==> src/rtl/uart_pkg.sv <==
// Shared UART definitions: receiver state encoding and frame field layout,
// common to the transmitter and receiver.
package uart_pkg;

    localparam int DATA_BITS  = 8;
    localparam int FRAME_BITS = 10;

    typedef enum logic [2:0] {
        IDLE,
        START,
        DATA,
        STOP,
        WAIT_HIGH
    } uart_rx_state_t;

    // Frame layout: bit0 start (0), bits8:1 data, bit9 stop (1)
    function automatic logic [FRAME_BITS-1:0] make_frame(input logic [DATA_BITS-1:0] data);
        return {1'b1, data, 1'b0};
    endfunction

endpackage

==> src/rtl/uart_baud_tick.sv <==
// Bit-period counter with mid-bit and end-of-period ticks. The counter wraps
// at CLKS_PER_BIT-1; clear restarts it so the caller can align it to an edge.
module uart_baud_tick #(
    parameter int CLKS_PER_BIT = 16
) (
    input  logic t_clk,
    input  logic reset,
    input  logic clear,
    output logic mid_tick,
    output logic bit_tick
);

    localparam int CNT_W = $clog2(CLKS_PER_BIT);
    localparam logic [CNT_W-1:0] LAST = CNT_W'(CLKS_PER_BIT - 1);
    localparam logic [CNT_W-1:0] MID  = CNT_W'(CLKS_PER_BIT / 2 - 1);

    logic [CNT_W-1:0] count_reg;
    logic [CNT_W-1:0] count_next;

    always_comb begin
        count_next = count_reg;
        if (clear || count_reg == LAST) begin
            count_next = '0;
        end else begin
            count_next = count_reg + 1'b1;
        end
    end

    always_ff @(posedge t_clk or posedge reset) begin
        if (reset) begin
            count_reg <= '0;
        end else begin
            count_reg <= count_next;
        end
    end

    assign mid_tick = (count_reg == MID);
    assign bit_tick = (count_reg == LAST);

endmodule

==> src/rtl/uart_rx.sv <==
// 8N1 UART receiver with mid-bit sampling, a single-entry holding register
// with valid/ready handoff, stop-bit error pulse and sticky overrun flag.
module uart_rx
    import uart_pkg::*;
#(
    parameter int CLKS_PER_BIT = 16
) (
    input  logic                  r_clk,
    input  logic                  reset,
    input  logic                  rx_in,
    input  logic                  rx_ready,
    output logic                  rx_valid,
    output logic [DATA_BITS-1:0]  rx_data,
    output logic [FRAME_BITS-1:0] rx_frame,
    output logic                  rx_busy,
    output logic                  frame_err,
    output logic                  overrun
);

    uart_rx_state_t state_reg, state_next;

    logic [1:0]           sync_reg;
    logic                 rx_sync;
    logic [2:0]           bit_idx_reg, bit_idx_next;
    logic [DATA_BITS-1:0] shift_reg;
    logic                 cnt_clear;
    logic                 mid_tick;
    logic                 bit_tick;
    logic                 data_sample;
    logic                 frame_done;
    logic                 stop_bad;

    logic                  valid_reg;
    logic [DATA_BITS-1:0]  data_reg;
    logic [FRAME_BITS-1:0] frame_reg;
    logic                  frame_err_reg;
    logic                  overrun_reg;

    // Synchronizer resets to the idle (high) line level
    always_ff @(posedge r_clk or posedge reset) begin
        if (reset) begin
            sync_reg <= 2'b11;
        end else begin
            sync_reg <= {sync_reg[0], rx_in};
        end
    end

    assign rx_sync = sync_reg[1];

    uart_baud_tick #(
        .CLKS_PER_BIT(CLKS_PER_BIT)
    ) u_baud_tick (
        .t_clk   (r_clk),
        .reset   (reset),
        .clear   (cnt_clear),
        .mid_tick(mid_tick),
        .bit_tick(bit_tick)
    );

    always_ff @(posedge r_clk or posedge reset) begin
        if (reset) begin
            state_reg   <= IDLE;
            bit_idx_reg <= '0;
        end else begin
            state_reg   <= state_next;
            bit_idx_reg <= bit_idx_next;
        end
    end

    // Counter is cleared at the start-bit centre, so later centres fall on bit_tick
    always_comb begin
        state_next   = state_reg;
        bit_idx_next = bit_idx_reg;
        cnt_clear    = 1'b0;
        data_sample  = 1'b0;
        frame_done   = 1'b0;
        stop_bad     = 1'b0;
        case (state_reg)
            IDLE: begin
                cnt_clear = 1'b1;
                if (!rx_sync) begin
                    state_next = START;
                end
            end
            START: begin
                if (mid_tick) begin
                    cnt_clear = 1'b1;
                    if (!rx_sync) begin
                        state_next   = DATA;
                        bit_idx_next = '0;
                    end else begin
                        state_next = IDLE;
                    end
                end
            end
            DATA: begin
                if (bit_tick) begin
                    data_sample = 1'b1;
                    if (bit_idx_reg == 3'(DATA_BITS - 1)) begin
                        state_next = STOP;
                    end else begin
                        bit_idx_next = bit_idx_reg + 1'b1;
                    end
                end
            end
            STOP: begin
                if (bit_tick) begin
                    if (rx_sync) begin
                        frame_done = 1'b1;
                        state_next = IDLE;
                    end else begin
                        stop_bad   = 1'b1;
                        state_next = WAIT_HIGH;
                    end
                end
            end
            WAIT_HIGH: begin
                cnt_clear = 1'b1;
                if (rx_sync) begin
                    state_next = IDLE;
                end
            end
            default: begin
                state_next = IDLE;
            end
        endcase
    end

    generate
        for (genvar gi = 0; gi < DATA_BITS; gi++) begin : g_shift
            always_ff @(posedge r_clk or posedge reset) begin
                if (reset) begin
                    shift_reg[gi] <= 1'b0;
                end else if (data_sample && bit_idx_reg == 3'(gi)) begin
                    shift_reg[gi] <= rx_sync;
                end
            end
        end
    endgenerate

    // Completion always loads; overrun only when the held frame was not taken this cycle
    always_ff @(posedge r_clk or posedge reset) begin
        if (reset) begin
            valid_reg     <= 1'b0;
            data_reg      <= '0;
            frame_reg     <= '0;
            frame_err_reg <= 1'b0;
            overrun_reg   <= 1'b0;
        end else begin
            frame_err_reg <= stop_bad;
            if (frame_done) begin
                valid_reg <= 1'b1;
                data_reg  <= shift_reg;
                frame_reg <= make_frame(shift_reg);
                if (valid_reg && !rx_ready) begin
                    overrun_reg <= 1'b1;
                end
            end else if (valid_reg && rx_ready) begin
                valid_reg <= 1'b0;
            end
        end
    end

    assign rx_valid  = valid_reg;
    assign rx_data   = data_reg;
    assign rx_frame  = frame_reg;
    assign frame_err = frame_err_reg;
    assign overrun   = overrun_reg;
    assign rx_busy   = (state_reg != IDLE);

endmodule

==> config.mk <==
export PLATFORM = sky130hd
export DESIGN_NAME = uart_rx
export DESIGN_NICKNAME = d
export VERILOG_FILES = /design/src/rtl/uart_pkg.sv /design/src/rtl/uart_baud_tick.sv /design/src/rtl/uart_rx.sv
export SDC_FILE = /design/constraint.sdc
export NUM_CORES = 1
export LEC_CHECK = 0
export BUFFER_PORTS_ARGS = -buffer_cell sky130_fd_sc_hd__buf_2
export CORE_MARGIN = 10
export CORE_UTILIZATION = 44
export DETAILED_ROUTE_END_ITERATION = 10
export SETUP_SLACK_MARGIN = 0.05
export SYNTH_ARGS = -nofsm -noshare
export SYNTH_HDL_FRONTEND = slang
export SYNTH_SLANG_ARGS = --single-unit
==> constraint.sdc <==
create_clock -name r_clk -period 2.35 [get_ports r_clk]
set_input_delay 0.235 -clock r_clk [delete_from_list [all_inputs] [get_ports r_clk]]
set_output_delay 0.235 -clock r_clk [all_outputs]
set_load 0.03 [all_outputs]
==> flow_summary.json <==
{
  "cp-start-kind": "register",
  "fin_crit_ns": 1.87,
  "internal_power_uw": 1140,
  "synth_edf_count": 0,
  "synth_ff_type": "dfrtp_1",
  "synth_area_leader_cell": "dfrtp_1",
  "first_pass_iters": 4,
  "timing.final.crit_share": 0.798,
  "combPwrFrac": 0.198,
  "dp_hpwl_um": 2110,
  "path_cells": "ha_1 > and4b_4 > and4_4 > mux2_2",
  "port_buffers": 24,
  "final_core_util": 0.523,
  "fp.dieW_um": 80.5,
  "rsz0062_at_grt": "false",
  "clockBufferDepth": 2,
  "synthesis.area_sq_mm": 0.00161,
  "seqPwrFrac": 0.452,
  "cp-end-kind": "register",
  "cts_tree": "built",
  "path_class": "register to register",
  "viasPerCell": 5.24,
  "synth_top_cell_area_share": 0.467,
  "synth.area.top_cells": "dfrtp_1 47%, mux2_4 6.5%, mux2_2 6.3%, ha_1 5.4%, buf_4 4.2%",
  "cts.sinks": 32,
  "worst_pin_slew_ns": 0.684,
  "p_per_area_mw_per_mm2": 901,
  "overflow": 0,
  "coreArea_sq_mm": 0.00344,
  "hold_viol_final": 0,
  "sw_frac_of_total": 0.296,
  "path_clk_slew_ns": 0.06,
  "largest_reg_flops": 8,
  "hold_buffers": 0,
  "routed_wl_um": 2950,
  "slowest_stage": "and4_4",
  "drv_slew": 0,
  "tns_ns": 0,
  "diodes": 0,
  "cap_violations": 0,
  "synthTopCellsByCount": "30 x dfrtp_1, 11 x nand3_1, 9 x buf_4, 9 x mux2_2",
  "nNetsFinal": 160,
  "crit_buf_inv": 0,
  "async_flop_share": 1.00,
  "syn_to_final_growth_pct": 11.8,
  "clock_latency_ns": 0.29,
  "power_frac_clock": 0.350,
  "detail-route-antenna-nets": 0,
  "ys_seq_area_frac": 0.499,
  "ctsHtreeMaxLevel": 2,
  "yosys_warnings": 0,
  "drc": 0,
  "die_h_um": 80.5,
  "grt_pass1_vias": 1042,
  "finalClockSkew_ns": 0.00573,
  "required_ns": 2.52,
  "crit_arrival_ns": 2.05,
  "p_sw_uw": 479,
  "grt_pass1_wl_um": 4860,
  "place_congestion": 0.777,
  "cts_resized": 0,
  "antenna_found_initial": 0,
  "crit_family": "simple AND/OR/NAND/NOR gates",
  "wl_per_cell_um": 15.0,
  "die-area_sq_mm": 0.00648,
  "io_pins": 26,
  "ys_types": 42,
  "cts_made_buffers": 5,
  "syn_avg_cell_area_sq_um": 12.1,
  "via_count": 1028,
  "cp_max_fo": 11,
  "rows": 21,
  "leakage_uw": 0.000909,
  "start_util": 0.467,
  "clock.fmax_mhz": 534,
  "setup_violations": 0,
  "synth_most_common_cell": "dfrtp_1",
  "netlist_instances": 133,
  "vdd_ir_drop_max_v": 0.000651,
  "max_stage_delay_ns": 0.38,
  "grt.total_usage": 0.100,
  "hp-class": "primary input to asynchronous set/reset pin",
  "drive_gt1_frac": 0.380,
  "cts-root-buf": "clkbuf_8",
  "synth.ff_latch_count": 32,
  "status": "completed",
  "relSlewSlack": 0.543,
  "grt_start_max_net_pins": 33,
  "drt_iter0_drc": 40,
  "post_cts.repair.setup_buffers": 0,
  "syn_nets": 144
}
## layer usage
layer / part of all wire / vias up / track usage
met5: 0 / - / 0
met4: 0.020 / 0 / 0.0599
met3: 0.077 / 5 / 0.0568
met2: 0.46 / 22 / 0.150
met1: 0.44 / 505 / 0.107
li1: - / 496 / -
## worst reg2reg max path: stages, from the launching register on
cell and delay (ns):
dfrtp_1 0.37, ha_1 0.30, and4b_4 0.36, and4_4 0.38, mux2_2 0.36
## power groups by stage
| stage | combinational [uW] | clock [uW] | sequential (uW) |
|---|---|---|---|
| floorplan | 302 | 0 | 697 |
| global placement | 310 | 0 | 734 |
| detailed placement | 324 | 0 | 740 |
| CTS | 325 | 587 | 730 |
| global route | 365 | 611 | 748 |
| finish | 321 | 568 | 733 |
## worst paths after layout
check,startpoint,to,slack [ns],cells after the start
min reg2reg,sync_reg[0],sync_reg[1],0.36,0
max,u_baud_tick.count_reg[0],rx_data[4],0.48,4
max reg2reg,u_baud_tick.count_reg[0],rx_data[4],0.48,4
max in group asynchronous,reset,sync_reg[1],2.02,3
min in group r_clk,rx_in,sync_reg[0],0.05,1
min,reset,overrun,0.01,3
## per-stage QoR
stage	area [sq um]	setup slack [ns]	total power, uW	hold WS [ns]	std cells
5_1_grt	1800	0.400	1720	0.0201	196
3_5_place_dp	1670	0.474	1060	0.337	188
2_1_floorplan	1610	0.706	999	0.239	133
4_1_cts	1800	0.471	1640	0.0240	196
6_report	1800	0.476	1620	0.0126	196
3_3_place_gp	1670	0.540	1040	0.333	188
## placed cells by master (no fill, tap or decap), types with 2 or more instances in the layout
cell type | synthesis | layout
dfrtp_1 | 30 | 30
nand4_1 | 6 | 6
mux2_4 | 7 | 7
mux2_2 | 9 | 9
a21oi_1 | 2 | 2
ha_1 | 7 | 7
nand2_1 | 2 | 2
nor3_1 | 2 | 2
clkbuf_8 | 0 | 7
o21ai_0 | 2 | 2
dfstp_2 | 2 | 2
or3_1 | 2 | 2
buf_2 | 3 | 24
o211ai_1 | 2 | 2
nor2_1 | 3 | 3
nand3_1 | 11 | 11
inv_1 | 7 | 7
nand4b_1 | 2 | 2
## kinds of logic (layout without fill, tap and decap cells)
logic type               count (synthesis)  in the layout  share of synthesized area
other                                    1              1                    0.00233
AO/OA/AOI/OAI                           12             12                     0.0537
buffers and inverters                   23             40                     0.0918
XOR/XNOR                                 2              2                     0.0109
AND/OR/NAND/NOR                         40             40                      0.159
adder cells (fa/ha/maj)                  7              7                     0.0544
multiplexers                            16             16                      0.128
flip-flops                              32             32                      0.499
## area by class of cell
type	count	area, sq um
Clock inverter	1	30.0
Tap cell	46	57.6
Inverter	7	26.3
Multi-Input combinational cell	78	658
Timing Repair Buffer	25	128
Sequential cell	32	803
Fill cell	316	1640
Clock buffer	7	96.3
Power figures use the tool's default switching activity.
